**src/rtl/rggen_indirect_access_initiator.sv**
```systemverilog
// rggen_indirect_access_initiator: turns host commands into index-write + data-window bus accesses
module rggen_indirect_access_initiator #(
  parameter int                         ADDRESS_WIDTH  = 16,
  parameter int                         DATA_WIDTH     = 32,
  parameter int                         INDEX_WIDTH    = 8,
  parameter logic [ADDRESS_WIDTH-1:0]   INDEX_ADDRESS  = '0,
  parameter logic [ADDRESS_WIDTH-1:0]   DATA_ADDRESS   = ADDRESS_WIDTH'(4),
  parameter int                         TIMEOUT_CYCLES = 255
)(
  input  logic                     i_clk,
  input  logic                     i_rst,
  input  logic                     i_req_valid,
  output logic                     o_req_ready,
  input  logic                     i_req_write,
  input  logic [INDEX_WIDTH-1:0]   i_req_index,
  input  logic [DATA_WIDTH-1:0]    i_req_data,
  output logic                     o_rsp_valid,
  input  logic                     i_rsp_ready,
  output logic [DATA_WIDTH-1:0]    o_rsp_data,
  output logic [1:0]               o_rsp_status,
  output logic                     o_bus_request,
  output logic [ADDRESS_WIDTH-1:0] o_bus_address,
  output logic                     o_bus_write,
  output logic [DATA_WIDTH-1:0]    o_bus_write_data,
  input  logic                     i_bus_done,
  input  logic [DATA_WIDTH-1:0]    i_bus_read_data,
  input  logic                     i_bus_error
);
  localparam int CW = TIMEOUT_CYCLES > 0 ? $clog2(TIMEOUT_CYCLES + 1) : 1;
  typedef enum logic [1:0] {IDLE, INDEX, DATA, RESP} state_e;
  state_e                 r_state;
  state_e                 w_next;
  logic                   r_write;
  logic [INDEX_WIDTH-1:0] r_index;
  logic [DATA_WIDTH-1:0]  r_data;
  logic                   r_cache_valid;
  logic [INDEX_WIDTH-1:0] r_cache_index;
  logic [CW-1:0]          r_count;
  logic [DATA_WIDTH-1:0]  r_rsp_data;
  logic [1:0]             r_rsp_status;
  logic                   w_accept;
  logic                   w_hit;
  logic                   w_busy;
  logic                   w_timeout;
  assign w_accept  = r_state == IDLE && i_req_valid;
  assign w_hit     = r_cache_valid && r_cache_index == i_req_index;
  assign w_busy    = r_state == INDEX || r_state == DATA;
  // done on the last permitted cycle takes priority over the timeout
  assign w_timeout = TIMEOUT_CYCLES != 0 && w_busy && !i_bus_done && r_count == CW'(TIMEOUT_CYCLES - 1);
  always_comb begin
    w_next = r_state;
    case (r_state)
      IDLE:    w_next = i_req_valid ? (w_hit ? DATA : INDEX) : IDLE;
      INDEX:   w_next = i_bus_done ? (i_bus_error ? RESP : DATA) : (w_timeout ? RESP : INDEX);
      DATA:    w_next = (i_bus_done || w_timeout) ? RESP : DATA;
      default: w_next = i_rsp_ready ? IDLE : RESP;
    endcase
  end
  always_ff @(posedge i_clk) begin
    if (i_rst) r_state <= IDLE;
    else r_state <= w_next;
  end
  always_ff @(posedge i_clk) begin
    if (i_rst) begin
      r_write       <= 1'b0;
      r_index       <= '0;
      r_data        <= '0;
      r_cache_valid <= 1'b0;
      r_cache_index <= '0;
      r_count       <= '0;
      r_rsp_data    <= '0;
      r_rsp_status  <= 2'b00;
    end else begin
      if (w_accept) begin
        r_write <= i_req_write;
        r_index <= i_req_index;
        r_data  <= i_req_data;
      end
      r_count <= (w_next != r_state) ? '0 : (w_busy && !i_bus_done && r_count != '1) ? r_count + 1'b1 : r_count;
      if (r_state == INDEX && i_bus_done && !i_bus_error) begin
        r_cache_valid <= 1'b1;
        r_cache_index <= r_index;
      end
      if ((r_state == INDEX && i_bus_done && i_bus_error) || w_timeout) r_cache_valid <= 1'b0;
      if (w_busy && w_next == RESP) begin
        r_rsp_status <= w_timeout ? 2'b10 : i_bus_error ? 2'b01 : 2'b00;
        r_rsp_data   <= (r_state == DATA && i_bus_done && !i_bus_error && !r_write) ? i_bus_read_data : '0;
      end
    end
  end
  assign o_req_ready      = r_state == IDLE;
  assign o_rsp_valid      = r_state == RESP;
  assign o_rsp_data       = r_rsp_data;
  assign o_rsp_status     = r_rsp_status;
  assign o_bus_request    = w_busy;
  assign o_bus_address    = r_state == INDEX ? INDEX_ADDRESS : r_state == DATA ? DATA_ADDRESS : '0;
  assign o_bus_write      = r_state == INDEX || (r_state == DATA && r_write);
  assign o_bus_write_data = r_state == INDEX ? DATA_WIDTH'(r_index) : r_state == DATA ? r_data : '0;
endmodule
```
**config.mk**
```make
export PLATFORM = sky130hd
export DESIGN_NAME = rggen_indirect_access_initiator
export DESIGN_NICKNAME = d
export VERILOG_FILES = /design/src/rtl/rggen_indirect_access_initiator.sv
export SDC_FILE = /design/constraint.sdc
export NUM_CORES = 1
export LEC_CHECK = 0
export ABC_AREA = 1
export ABC_CLOCK_PERIOD_IN_PS = 5000
export BUFFER_PORTS_ARGS = -buffer_cell sky130_fd_sc_hd__buf_2
export CAP_MARGIN = 20
export CORE_MARGIN = 2
export CORE_UTILIZATION = 54
export CTS_CLUSTER_SIZE = 8
export DETAILED_ROUTE_END_ITERATION = 10
export HOLD_SLACK_MARGIN = 0.1
export PLACE_DENSITY_LB_ADDON = 0.12
export SKIP_CTS_REPAIR_TIMING = 1
export SYNTH_ARGS = -nofsm -noshare
export SYNTH_HDL_FRONTEND = slang
export SYNTH_SLANG_ARGS = --single-unit
```
**constraint.sdc**
```tcl
create_clock -name i_clk -period 5 [get_ports i_clk]
set_clock_uncertainty 0.1 [all_clocks]
set_input_delay 1 -clock i_clk [delete_from_list [all_inputs] [get_ports i_clk]]
set_output_delay 1 -clock i_clk [all_outputs]
set_load 0.05 [all_outputs]
```
Word-level counts from Yosys, hierarchy flattened. Cells that the tools add are included. W data, S select, Z words.

Register bits: 94. Output and inout port bits: 86. Word-level logic and storage cells: 56. Bits of input ports: 79.

Add/subtract/negate cells: 1. Mux-type cells: 15. Reductions and logical operators: 23. Equal/unequal tests: 8.

Operators with widths (number): $mux W32 (3); $logic_and A1 B1 Y1 (13); $mux W2 (6); $add A8 B1 Y8 const B (1); $eq A8 B8 Y1 (1); $eq A8 B8 Y1 const B (1); $ne A8 B8 Y1 const B (1); $eq A2 B2 Y1 const B (3); $mux W3 (2); $pmux W2 S3 (1); $logic_or A1 B1 Y1 (4); $reduce_or A2 Y1 (2); $logic_not A1 Y1 (3); $mux W1 (3); $eq A2 B1 Y1 const B (1); $logic_not A2 Y1 (1); $ne A2 B2 Y1 (1).

Depth between registers and ports, before layout. Gate-level depths: netlist (run 1).

Word-level depth: 9. Depth in mapped cells: 16. Depth with buffers taken out: 15.

Worst setup path after synthesis (run 1). No wires, ideal clock.

Kind: register -> output. Start: register r_state[0]. End: output port o_bus_write_data[10]. Arrival: 1725 ps. Cell stages (with the launch flop): 7. Required time: 3900 ps. Path buffers: 2. Setup slack: 2175 ps. Cells stage by stage: dfxtp_1 > inv_1 > ha_1 > buf_2 > clkbuf_1 > nand2_1 > nor2_1.

Longest elaborated chain between the ends: 3. Elaborated cells between the ends (all ways): 4. Classes of those cells: 2 x eq/ne; 2 x mux.

Ends and longest elaborated chain: from (decl) (line 31) `state_e r_state;`; from (signal assigned) (line 61) `else r_state <= w_next;`; $eq A2 B2 Y1 (line 98) `assign o_bus_write_data = r_state == INDEX ? DATA_WIDTH'(r_index) : r_state == DATA ? r_data : '0;`; $mux W32 (line 98); $mux W32 * (line 98); to (decl) (line 24) `output logic [DATA_WIDTH-1:0] o_bus_write_data,`.

Every way passes the cells marked *; elsewhere a longest branch is shown, timed or not.

Final worst setup path (run 1).
Start: register r_state[1]. End: register r_rsp_data[7], in the netlist o_rsp_data[7].

Longest elaborated chain between the ends: 9. Elaborated cells between the ends (all ways): 17. Classes of those cells: 3 x eq/ne; 5 x mux; 9 x reduce/logical.

Ends and longest elaborated chain: $eq A2 B1 Y1 / $eq A2 B2 Y1 (equally long branches) (line 47, 52, 87); $logic_or A1 B1 Y1 (line 47) `assign w_busy = r_state == INDEX || r_state == DATA;`; $logic_and A1 B1 Y1 (2 in a row) (line 49) `assign w_timeout = TIMEOUT_CYCLES != 0 && w_busy && !i_bus_done && r_count == CW'(TIMEOUT_CYCLES - 1);`; $mux W2 / $logic_or A1 B1 Y1 (equally long branches) (line 54, 55); $mux W2 / $mux W1 (equally long branches) (line 54, 55); $pmux W2 S3 (line 52) `case (r_state)`; $eq A2 B2 Y1 (line 85) `if (w_busy && w_next == RESP) begin`; $logic_and A1 B1 Y1 (line 85); to (signal assigned) (line 87) `r_rsp_data <= (r_state == DATA && i_bus_done && !i_bus_error && !r_write) ? i_bus_read_data : '0;`; to (decl) (line 39) `logic [DATA_WIDTH-1:0] r_rsp_data;`.

Several ways; a longest one is shown, not always the timed one. A chain may end at the register's enable or synchronous reset.

==> results.toml, run 1 <==
[timing]
totalNegativeSetupSlack_ns = 0
finalMaxSlewViolations = 0
report.final.hold_viol_count = 0
unrepaired_setup_endpoints_after_global_routing = "no"
relSlewSlack_pct = 60.8
setup_viol = 0
period_minus_slack_ns = 3.36
final.period_utilization_pct = 67.2
tightestPinTransition_ns = 0.587
max_freq_mhz = 298
final.hold.worst_slack_ns = 0.376

[global_route]
globalRouteOverflowTotal = 0
via_count_of_the_first_global_routing_pass = 4324
maximum_number_of_pins_on_one_net_before_global_route_repair = 45
track_usage_pct = 23.8
antenna_found_initial = 0
groute.layer.met3.usage_pct = 5.83
grt.met1_usage_pct = 28.8
gr-max-usage-layer = "met2"
grt_pass1_wl_mm = 18.9
grt_util_met2_pct = 41.4

[routing]
dr_total_vias = 4647
routedWlPerCell_um = 11.8
drt_iter0_markers = 155
drc_errors = 0
via_density_per_instance = 4.85
route.final.wire_length_mm = 11.3
detailed_routing_iterations_pass_1 = 4
route.antenna.remaining_nets = 0

[floorplanning]
num_io_pins = 165
die-width_um = 97.3
core.rowCount = 34
die_height_um = 97.3
core_area_sq_um = 8590
design.die.area_sq_um = 9460
floorplan.initialDensity_pct = 54.6

[worst_setup_path]
required_time_at_the_worst_slack_endpoint_ns = 5.15
cp_common_cell = "sky130_fd_sc_hd__nand2_1"
crit_family = "simple AND/OR/NAND/NOR gates"
critical-path-max-stage-delay_ns = 0.51
critPathMaxFanout = 41
crit_path_cell_trace = "inv_1, ha_1, buf_4, inv_1, nor2_2, nand3_2, nand2_1, a21oi_1, nand2_1, nand2_1, nand2_2, nand3_4, nor2_1, nor2_1"
timing.rr.end = "o_rsp_data[7]$_SDFFE_PP0P_"
crit-reg2reg-launch = "r_state[1]$_SDFF_PP0_"
category_of_the_critical_setup_timing_path = "register to register"
cp.buffers_inverters = 3
crit_path_top_delay_cell = "sky130_fd_sc_hd__nand3_4"
ff2ff_setup_slack_ns = 1.64
cp_data_arrival_time_ns = 3.51
worst_setup_path_end_kind = "register"
critPathLaunchType = "register"
rr_worst_depth = 14

[placed_design]
placed_area_sq_um = 5380
gpl.final_weighted_congestion = 0.836
dp_hpwl_mm = 7.72
port_buffers = 149

[logic_synthesis]
synth_cells = 722
yosys.area.top_type = "sky130_fd_sc_hd__dfxtp_1"
synth_area_per_cell_sq_um = 6.50
yosysTopAreaCellShare_pct = 40.1
synth_ff_type = "sky130_fd_sc_hd__dfxtp_1"
yosys_register_bits = 94
synthMostInstantiatedCell = "sky130_fd_sc_hd__nand2_1"
yosysWarnings = 0
top_area_cells_in_the_synthesized_netlist = "sky130_fd_sc_hd__dfxtp_1 40%, sky130_fd_sc_hd__nand2_1 14%, sky130_fd_sc_hd__nor2_1 12%, sky130_fd_sc_hd__inv_1 7.4%, sky130_fd_sc_hd__o21ai_0 5.2%"
synth.cells.most_frequent = "169 x sky130_fd_sc_hd__nand2_1, 154 x sky130_fd_sc_hd__nor2_1, 94 x sky130_fd_sc_hd__dfxtp_1, 92 x sky130_fd_sc_hd__inv_1, 49 x sky130_fd_sc_hd__o21ai_0"
syn-cell-area_sq_um = 4700
synthArstFlopShare_pct = 0
synth_seq_area_share_pct = 40.1
synth.distinct_cells = 29
synth_edf_count = 0

[layout]
finish.net_count = 933
flow.area_growth_from_synthesis_pct = 18.8
total_inserted_antenna_cells = 0
layout.area.seq_sq_um = 1880
layout_filler_cell_count = 839
area_occupied_by_multi_input_gates_sq_um = 2190
layout.cell_area.non_filler_sq_um = 5580
utilization_pct = 64.9
final_layout_size_suffix_gt1_share_pct = 22.1

[min_path]
hold_path.class = "register to register"
hold_path.startpoint = "r_cache_index[7]$_SDFFE_PP0P_"
min_to = "r_cache_index[7]$_SDFFE_PP0P_"
hold_crit_depth = 2

[clock_network]
tritoncts = "built"
cts_made_buffers = 9
cts-root-buf = "sky130_fd_sc_hd__clkbuf_8"
clkTransAtPathRegs_ns = 0.09
clk_latency_ns = 0.35
clock_sinks = 94
htreeDepth = 3
max-clock-path-buffers = 2

[outcome]
run_status = "finished, final reports clean"

[pwr]
leakage_nw = 2.88
power_density_nw_per_um2 = 332
worst_ir_drop_vdd_v = 0.000137
report.power.total_mw = 1.85

[job]
cap_viol_max_count = 0
through the flow:
stage	std cells	worst slack, ns
floorplan	736	2.17
global route	959	1.30
detailed placement	944	1.71
CTS	959	1.69
finish	959	1.64
global placement	944	1.80
area by class of cell:
cell class              count  area share [%]
inverters                 100            6.73
clock buffers              11            2.35
repair buffers            156            14.3
well taps                 108            2.42
clock inverters             4            1.30
flip-flops and latches     94            33.7
multi-input cells         486            39.2
sequential cells by signal, summed over array words and instances (netlist names):
name	flops
r_count	8
o_rsp_status	2
r_index	8
o_rsp_data	32
r_data	32
r_write	1
r_cache_valid	1
r_cache_index	8
r_state	2
power breakdown:
group | leakage (nW) | switching (mW) | internal [mW]
Clock | 0.0994 | 0.258 | 0.279
Combinational | 2.01 | 0.353 | 0.122
Sequential | 0.769 | 0.0336 | 0.809
logic make-up (layout without fill, tap and decap cells):
| group | after synthesis | after routing | synth area share [%] |
|---|---|---|---|
| XOR/XNOR | 6 | 6 | 1.12 |
| buffers and inverters | 156 | 271 | 14.7 |
| AND/OR/NAND/NOR | 382 | 382 | 33.9 |
| other | 1 | 15 | 0.0799 |
| flip-flops | 94 | 94 | 40.1 |
| adder cells (fa/ha/maj) | 7 | 7 | 1.87 |
| AO/OA/AOI/OAI | 76 | 76 | 8.26 |
metal layers:
metal  up-vias  share of wire (%)
met1      2081                 44
met2       132                 47
met3        17                7.5
li1       2417                  -
met4         0                1.9
met5         -                  0
worst min-delay path, delay by kind of cell, from the launching register on:
family                 cells  cell delay (ns)
flip-flops                 1             0.32
buffers and inverters      1             0.06
AO/OA/AOI/OAI              1             0.05
how the worst max path moves through the flow:
stage	cells past startpoint	endpoint	slack [ns]	start
3_5_place_dp	11	o_rsp_data[7]$_SDFFE_PP0P_	1.71	i_req_valid
2_1_floorplan	6	o_bus_write_data[10]	2.17	r_state[0]$_SDFF_PP0_
4_1_cts	15	o_rsp_data[27]$_SDFFE_PP0P_	1.69	r_state[1]$_SDFF_PP0_
3_3_place_gp	11	o_rsp_data[7]$_SDFFE_PP0P_	1.80	i_req_valid
6_report	14	o_rsp_data[7]$_SDFFE_PP0P_	1.64	r_state[1]$_SDFF_PP0_
5_1_grt	15	o_rsp_data[4]$_SDFFE_PP0P_	1.30	r_state[0]$_SDFF_PP0_
placed cells by master, fill, tap and decap left out, types with 3 or more instances in the layout:
master / n
sky130_fd_sc_hd__inv_2: 8
sky130_fd_sc_hd__conb_1: 15
sky130_fd_sc_hd__a21oi_1: 24
sky130_fd_sc_hd__dfxtp_1: 94
sky130_fd_sc_hd__xor2_1: 5
sky130_fd_sc_hd__buf_4: 7
sky130_fd_sc_hd__nand2_1: 169
sky130_fd_sc_hd__ha_1: 7
sky130_fd_sc_hd__nand2_2: 3
sky130_fd_sc_hd__inv_1: 91
sky130_fd_sc_hd__nand3_1: 16
sky130_fd_sc_hd__nand4_1: 32
sky130_fd_sc_hd__o21ai_0: 49
sky130_fd_sc_hd__buf_2: 149
sky130_fd_sc_hd__nor2_1: 154
sky130_fd_sc_hd__clkbuf_8: 9
Power figures use the tool's default switching activity.
==> inputs of run 2 (changes only) <==
--- a/config.mk
+++ b/config.mk
@@ -6,11 +6,11 @@
 export NUM_CORES = 1
 export LEC_CHECK = 0
 export ABC_AREA = 1
-export ABC_CLOCK_PERIOD_IN_PS = 5000
+export ABC_CLOCK_PERIOD_IN_PS = 3500
 export BUFFER_PORTS_ARGS = -buffer_cell sky130_fd_sc_hd__buf_2
 export CAP_MARGIN = 20
 export CORE_MARGIN = 2
-export CORE_UTILIZATION = 54
+export CORE_UTILIZATION = 50
 export CTS_CLUSTER_SIZE = 8
 export DETAILED_ROUTE_END_ITERATION = 10
 export HOLD_SLACK_MARGIN = 0.1
==> constraint.sdc (replaced) <==
create_clock -name i_clk -period 3.5 [get_ports i_clk]
set_clock_uncertainty 0.1 [all_clocks]
set_input_delay 0.7 -clock i_clk [delete_from_list [all_inputs] [get_ports i_clk]]
set_output_delay 0.7 -clock i_clk [all_outputs]
set_load 0.05 [all_outputs]
==> run 2 against run 1 <==
- non-clock buffer count rose by 2
- combinational power is 47% higher
- wire length rose by 4.2%
- cell area increased by 0.25%
- register-to-register slack lost 0.94 ns
- setup slack worse by 1.2 ns
- die area increased by 7.7%
- sequential share of layout area decreased by 0.083 points
- core utilization is 4.1 points lower
- final cell count rose by 0.52%
- hold slack improved by 0.0046 ns
- critical endpoint is now o_bus_write_data[5]
- largest power group unchanged
==> results.toml, run 2 (same netlist as run 1, synthesis figures left out) <==
[timing]
max_freq_mhz = 332
relSlewSlack_pct = 53.3
final.period_utilization_pct = 86.2
finalMaxSlewViolations = 0
report.final.hold_viol_count = 0
setup_viol = 0
unrepaired_setup_endpoints_after_global_routing = "no"
tightestPinTransition_ns = 0.695
period_minus_slack_ns = 3.02
totalNegativeSetupSlack_ns = 0

[worst_setup_path]
critPathLaunchType = "register"
critPathMaxFanout = 13
ff2ff_setup_slack_ns = 0.70
category_of_the_critical_setup_timing_path = "register to output port"
required_time_at_the_worst_slack_endpoint_ns = 2.70
cp_data_arrival_time_ns = 2.22
worst_setup_path_end_kind = "output port"

[clock_network]
max-clock-path-buffers = 2
clock_sinks = 94
cts-root-buf = "sky130_fd_sc_hd__clkbuf_8"
clkTransAtPathRegs_ns = 0.09
clk_latency_ns = 0.37
tritoncts = "built"
htreeDepth = 3
cts_made_buffers = 9

[pwr]
leakage_nw = 2.88
report.power.total_mw = 2.56
power_density_nw_per_um2 = 458
worst_ir_drop_vdd_v = 0.000211

[layout]
final_cell_mix = "169 x sky130_fd_sc_hd__nand2_1, 154 x sky130_fd_sc_hd__nor2_1, 149 x sky130_fd_sc_hd__buf_2"
finish.net_count = 935
total_inserted_antenna_cells = 0
final_layout_size_suffix_gt1_share_pct = 22.5
leading_cell_type_in_the_layout_fill_and_taps_excluded = "sky130_fd_sc_hd__nand2_1"
utilization_pct = 60.8
flow.area_growth_from_synthesis_pct = 19.1

[global_route]
antenna_found_initial = 0
globalRouteOverflowTotal = 0
track_usage_pct = 23.1
via_count_of_the_first_global_routing_pass = 4237
grt_pass1_wl_mm = 19.1
maximum_number_of_pins_on_one_net_before_global_route_repair = 46

[routing]
via_density_per_instance = 4.79
drc_errors = 0
detailed_routing_iterations_pass_1 = 5
dr_total_vias = 4614
drt_iter0_markers = 239
routedWlPerCell_um = 12.2
route.final.wire_length_mm = 11.8
route.antenna.remaining_nets = 0

[placed_design]
gpl.final_weighted_congestion = 0.815
dp_hpwl_mm = 8.32
port_buffers = 149

[floorplanning]
floorplan.initialDensity_pct = 51.1
die_height_um = 101
num_io_pins = 165
core.rowCount = 35
design.die.area_sq_um = 10200
core_area_sq_um = 9200
die-width_um = 101

[job]
cap_viol_max_count = 0

[min_path]
hold_path.class = "register to register"

[outcome]
run_status = "finished, final reports clean"
-- run 2: path summary, 6_finish.rpt --
path | end | startpoint | depth (start not counted)
worst max-delay path | o_bus_write_data[5] | r_state[1]$_SDFF_PP0_ | 6
worst min-delay path | r_cache_index[5]$_SDFFE_PP0P_ | r_cache_index[5]$_SDFFE_PP0P_ | 2
worst max register to register | o_rsp_data[21]$_SDFFE_PP0P_ | r_state[1]$_SDFF_PP0_ | 12
worst min register to register | r_cache_index[5]$_SDFFE_PP0P_ | r_cache_index[5]$_SDFFE_PP0P_ | 2
-- run 2: power breakdown --
part           leakage [nW]  internal, mW  total, mW  switching (mW)
Combinational          2.03         0.187      0.700           0.513
Sequential            0.769          1.16       1.20          0.0487
Clock                0.0804         0.273      0.658           0.384
-- run 2: cell type report --
class	count	area (sq um)
well taps	111	139
repair buffers	158	838
clock buffers	10	138
flip-flops and latches	94	1880
inverters	100	375
fillers	905	3600
multi-input cells	486	2190
clock inverters	5	36.3
-- run 2: layer usage --
layer / routed length (um) / global-route usage (%) / part of all wire, %
met3: 837 / 6.17 / 7.1
met4: 106 / 6.55 / 0.90
met5: 0 / 0 / 0
met1: 5310 / 29.4 / 45
met2: 5520 / 38.4 / 47
-- run 2: per-stage QoR --
step | instance area, sq um | std cells | hold WS, ns | setup slack [ns]
2_1_floorplan | 4750 | 736 | 0.328 | 0.975
3_3_place_gp | 5420 | 949 | 0.350 | 0.796
3_5_place_dp | 5420 | 949 | 0.363 | 0.727
4_1_cts | 5590 | 964 | 0.378 | 0.447
5_1_grt | 5590 | 964 | 0.404 | 0.322
6_report | 5590 | 964 | 0.381 | 0.484
-- run 2: worst max-delay path, cell delays in order (launching register included) --
cell and delay, ns:
sky130_fd_sc_hd__dfxtp_1 0.37, sky130_fd_sc_hd__inv_1 0.10, sky130_fd_sc_hd__ha_1 0.51, sky130_fd_sc_hd__clkinv_1 0.41, sky130_fd_sc_hd__nand3_1 0.18, sky130_fd_sc_hd__nand2_1 0.08
sky130_fd_sc_hd__buf_2 0.21
==> inputs of run 3 (changes only) <==
--- a/config.mk
+++ b/config.mk
@@ -10,7 +10,7 @@
 export BUFFER_PORTS_ARGS = -buffer_cell sky130_fd_sc_hd__buf_2
 export CAP_MARGIN = 20
 export CORE_MARGIN = 2
-export CORE_UTILIZATION = 50
+export CORE_UTILIZATION = 32
 export CTS_CLUSTER_SIZE = 8
 export DETAILED_ROUTE_END_ITERATION = 10
 export HOLD_SLACK_MARGIN = 0.1
==> run 3 against run 2 <==
- global-route usage shrank 7.2 points
- critical endpoint is now o_rsp_data[4]$_SDFFE_PP0P_
- core utilization is 21 points lower
- cell area increased by 3.4%
- register-to-register slack got worse by 0.23 ns
- critical path type is now register to register
- total power up 14%
- highest routed layer unchanged
- wire length grew 6.3%
- largest cell class unchanged
- sequential share of layout area fell by 1.1 points
==> results.toml, run 3 (same netlist as run 1, synthesis figures left out) <==
[outcome]
run_status = "finished, final reports clean"

[timing]
final.period_utilization_pct = 86.7
tightestPinTransition_ns = 0.719
final.hold.worst_slack_ns = 0.370
report.final.hold_viol_count = 0
setup_viol = 0
worst_setup_slack_final_ns = 0.466
unrepaired_setup_endpoints_after_global_routing = "no"
relSlewSlack_pct = 52.0
period_minus_slack_ns = 3.03
max_freq_mhz = 330
finalMaxSlewViolations = 0
totalNegativeSetupSlack_ns = 0

[placed_design]
post-place-ws_ns = 0.437
dp_hpwl_mm = 8.56
gpl.final_weighted_congestion = 0.737
dpl.cell_count = 1020
port_buffers = 149

[routing]
drc_errors = 0
route.final.wire_length_mm = 12.5
drt_iter0_markers = 200
route.antenna.remaining_nets = 0
via_density_per_instance = 4.42
detailed_routing_iterations_pass_1 = 4
dr_total_vias = 4583
routedWlPerCell_um = 12.1

[clock_network]
cts_made_buffers = 9
cts-root-buf = "sky130_fd_sc_hd__clkbuf_16"
max-clock-path-buffers = 2
clkTransAtPathRegs_ns = 0.07
tritoncts = "built"
clock_sinks = 94
htreeDepth = 3
clk_latency_ns = 0.34

[worst_setup_path]
critical-path-max-stage-delay_ns = 0.52
path_depth = 13
worst_setup_path_end_kind = "register"
crit_family = "simple AND/OR/NAND/NOR gates"
crit_path_top_delay_cell = "sky130_fd_sc_hd__nand3_4"
cp_common_cell = "sky130_fd_sc_hd__nand2_1"
cp.buffers_inverters = 2
critPathMaxFanout = 41
required_time_at_the_worst_slack_endpoint_ns = 3.63
critPathLaunchType = "register"
cp_data_arrival_time_ns = 3.16
crit_path_cell_trace = "inv_1, ha_1, inv_1, nor2_2, nand3_2, nand2_1, a21oi_1, nand2_1, nand2_1, nand2_2, nand3_4, nor2_1, nor2_1"
category_of_the_critical_setup_timing_path = "register to register"
rr_worst_depth = 13

[floorplanning]
num_io_pins = 165
design.die.area_sq_um = 15700
floorplan.initialDensity_pct = 32.6
die_height_um = 125
die-width_um = 125
core.rowCount = 44
core_area_sq_um = 14400

[min_path]
hold_path.class = "register to register"
hold_crit_depth = 2

[layout]
final_layout_size_suffix_gt1_share_pct = 22.2
final_cell_mix = "169 x sky130_fd_sc_hd__nand2_1, 154 x sky130_fd_sc_hd__nor2_1, 149 x sky130_fd_sc_hd__buf_2"
total_inserted_antenna_cells = 0
leading_cell_type_in_the_layout_fill_and_taps_excluded = "sky130_fd_sc_hd__nand2_1"
layout_filler_cell_count = 1587
final-instance-count-excl-fill = 1036
flow.area_growth_from_synthesis_pct = 23.2
finish.net_count = 933

[global_route]
grt_pass1_wl_mm = 20.4
antenna_found_initial = 0
maximum_number_of_pins_on_one_net_before_global_route_repair = 48
via_count_of_the_first_global_routing_pass = 4220
globalRouteOverflowTotal = 0
track_usage_pct = 15.9

[pwr]
leakage_nw = 2.93
worst_ir_drop_vdd_v = 0.000250
power_density_nw_per_um2 = 506

[job]
cap_viol_max_count = 0
[run 3: cell types whose count changed in the layout (fill, tap and decap cells not counted)]
cell	change
sky130_fd_sc_hd__buf_12	-2
sky130_fd_sc_hd__clkinvlp_4	-3
sky130_fd_sc_hd__clkbuf_8	-7
sky130_fd_sc_hd__clkinv_2	-1
sky130_fd_sc_hd__clkbuf_16	+9
sky130_fd_sc_hd__bufinv_16	+1
sky130_fd_sc_hd__clkbuf_1	+2
[run 3: layer usage]
layer | track usage, % | up-vias | wire, um
met4 | 6.67 | 0 | 272
met3 | 4.07 | 18 | 789
met2 | 23.8 | 135 | 5230
met1 | 21.8 | 2004 | 6210
met5 | 0 | - | 0
li1 | - | 2426 | -
[run 3: area by class of cell]
class	instances	area [sq um]	area share (%)
multi-input cells	486	2190	37.8
inverters	100	375	6.49
well taps	184	230	3.98
repair buffers	156	798	13.8
clock buffers	14	274	4.74
clock inverters	2	38.8	0.671
flip-flops and latches	94	1880	32.5
[run 3: worst min-delay path: stages, from the launching register on]
cell                      delay (ns)
sky130_fd_sc_hd__dfxtp_1        0.31
sky130_fd_sc_hd__inv_1          0.06
sky130_fd_sc_hd__a21oi_1        0.05
[run 3: worst paths after layout]
kind,from,endpoint,slack [ns]
hold / removal,r_cache_index[4]$_SDFFE_PP0P_,r_cache_index[4]$_SDFFE_PP0P_,0.37
setup / recovery,r_state[1]$_SDFF_PP0_,o_rsp_data[4]$_SDFFE_PP0P_,0.47
hold reg to reg,r_cache_index[4]$_SDFFE_PP0P_,r_cache_index[4]$_SDFFE_PP0P_,0.37
setup reg to reg,r_state[1]$_SDFF_PP0_,o_rsp_data[4]$_SDFFE_PP0P_,0.47
[run 3: power breakdown]
part           switching [mW]  internal, mW
logic                   0.513         0.176
clock network           0.418         0.615
registers              0.0486          1.16
[run 3: per-stage QoR]
stage / util [%] / power, mW / instance area, sq um
final: 40.1 / 2.93 / 5780
after floorplan: - / 1.77 / 4750
after CTS: 40.1 / 2.97 / 5780
after global placement: 37.9 / 1.92 / 5470
after detailed placement: 37.9 / 1.92 / 5470
after global routing: 40.1 / 3.10 / 5780
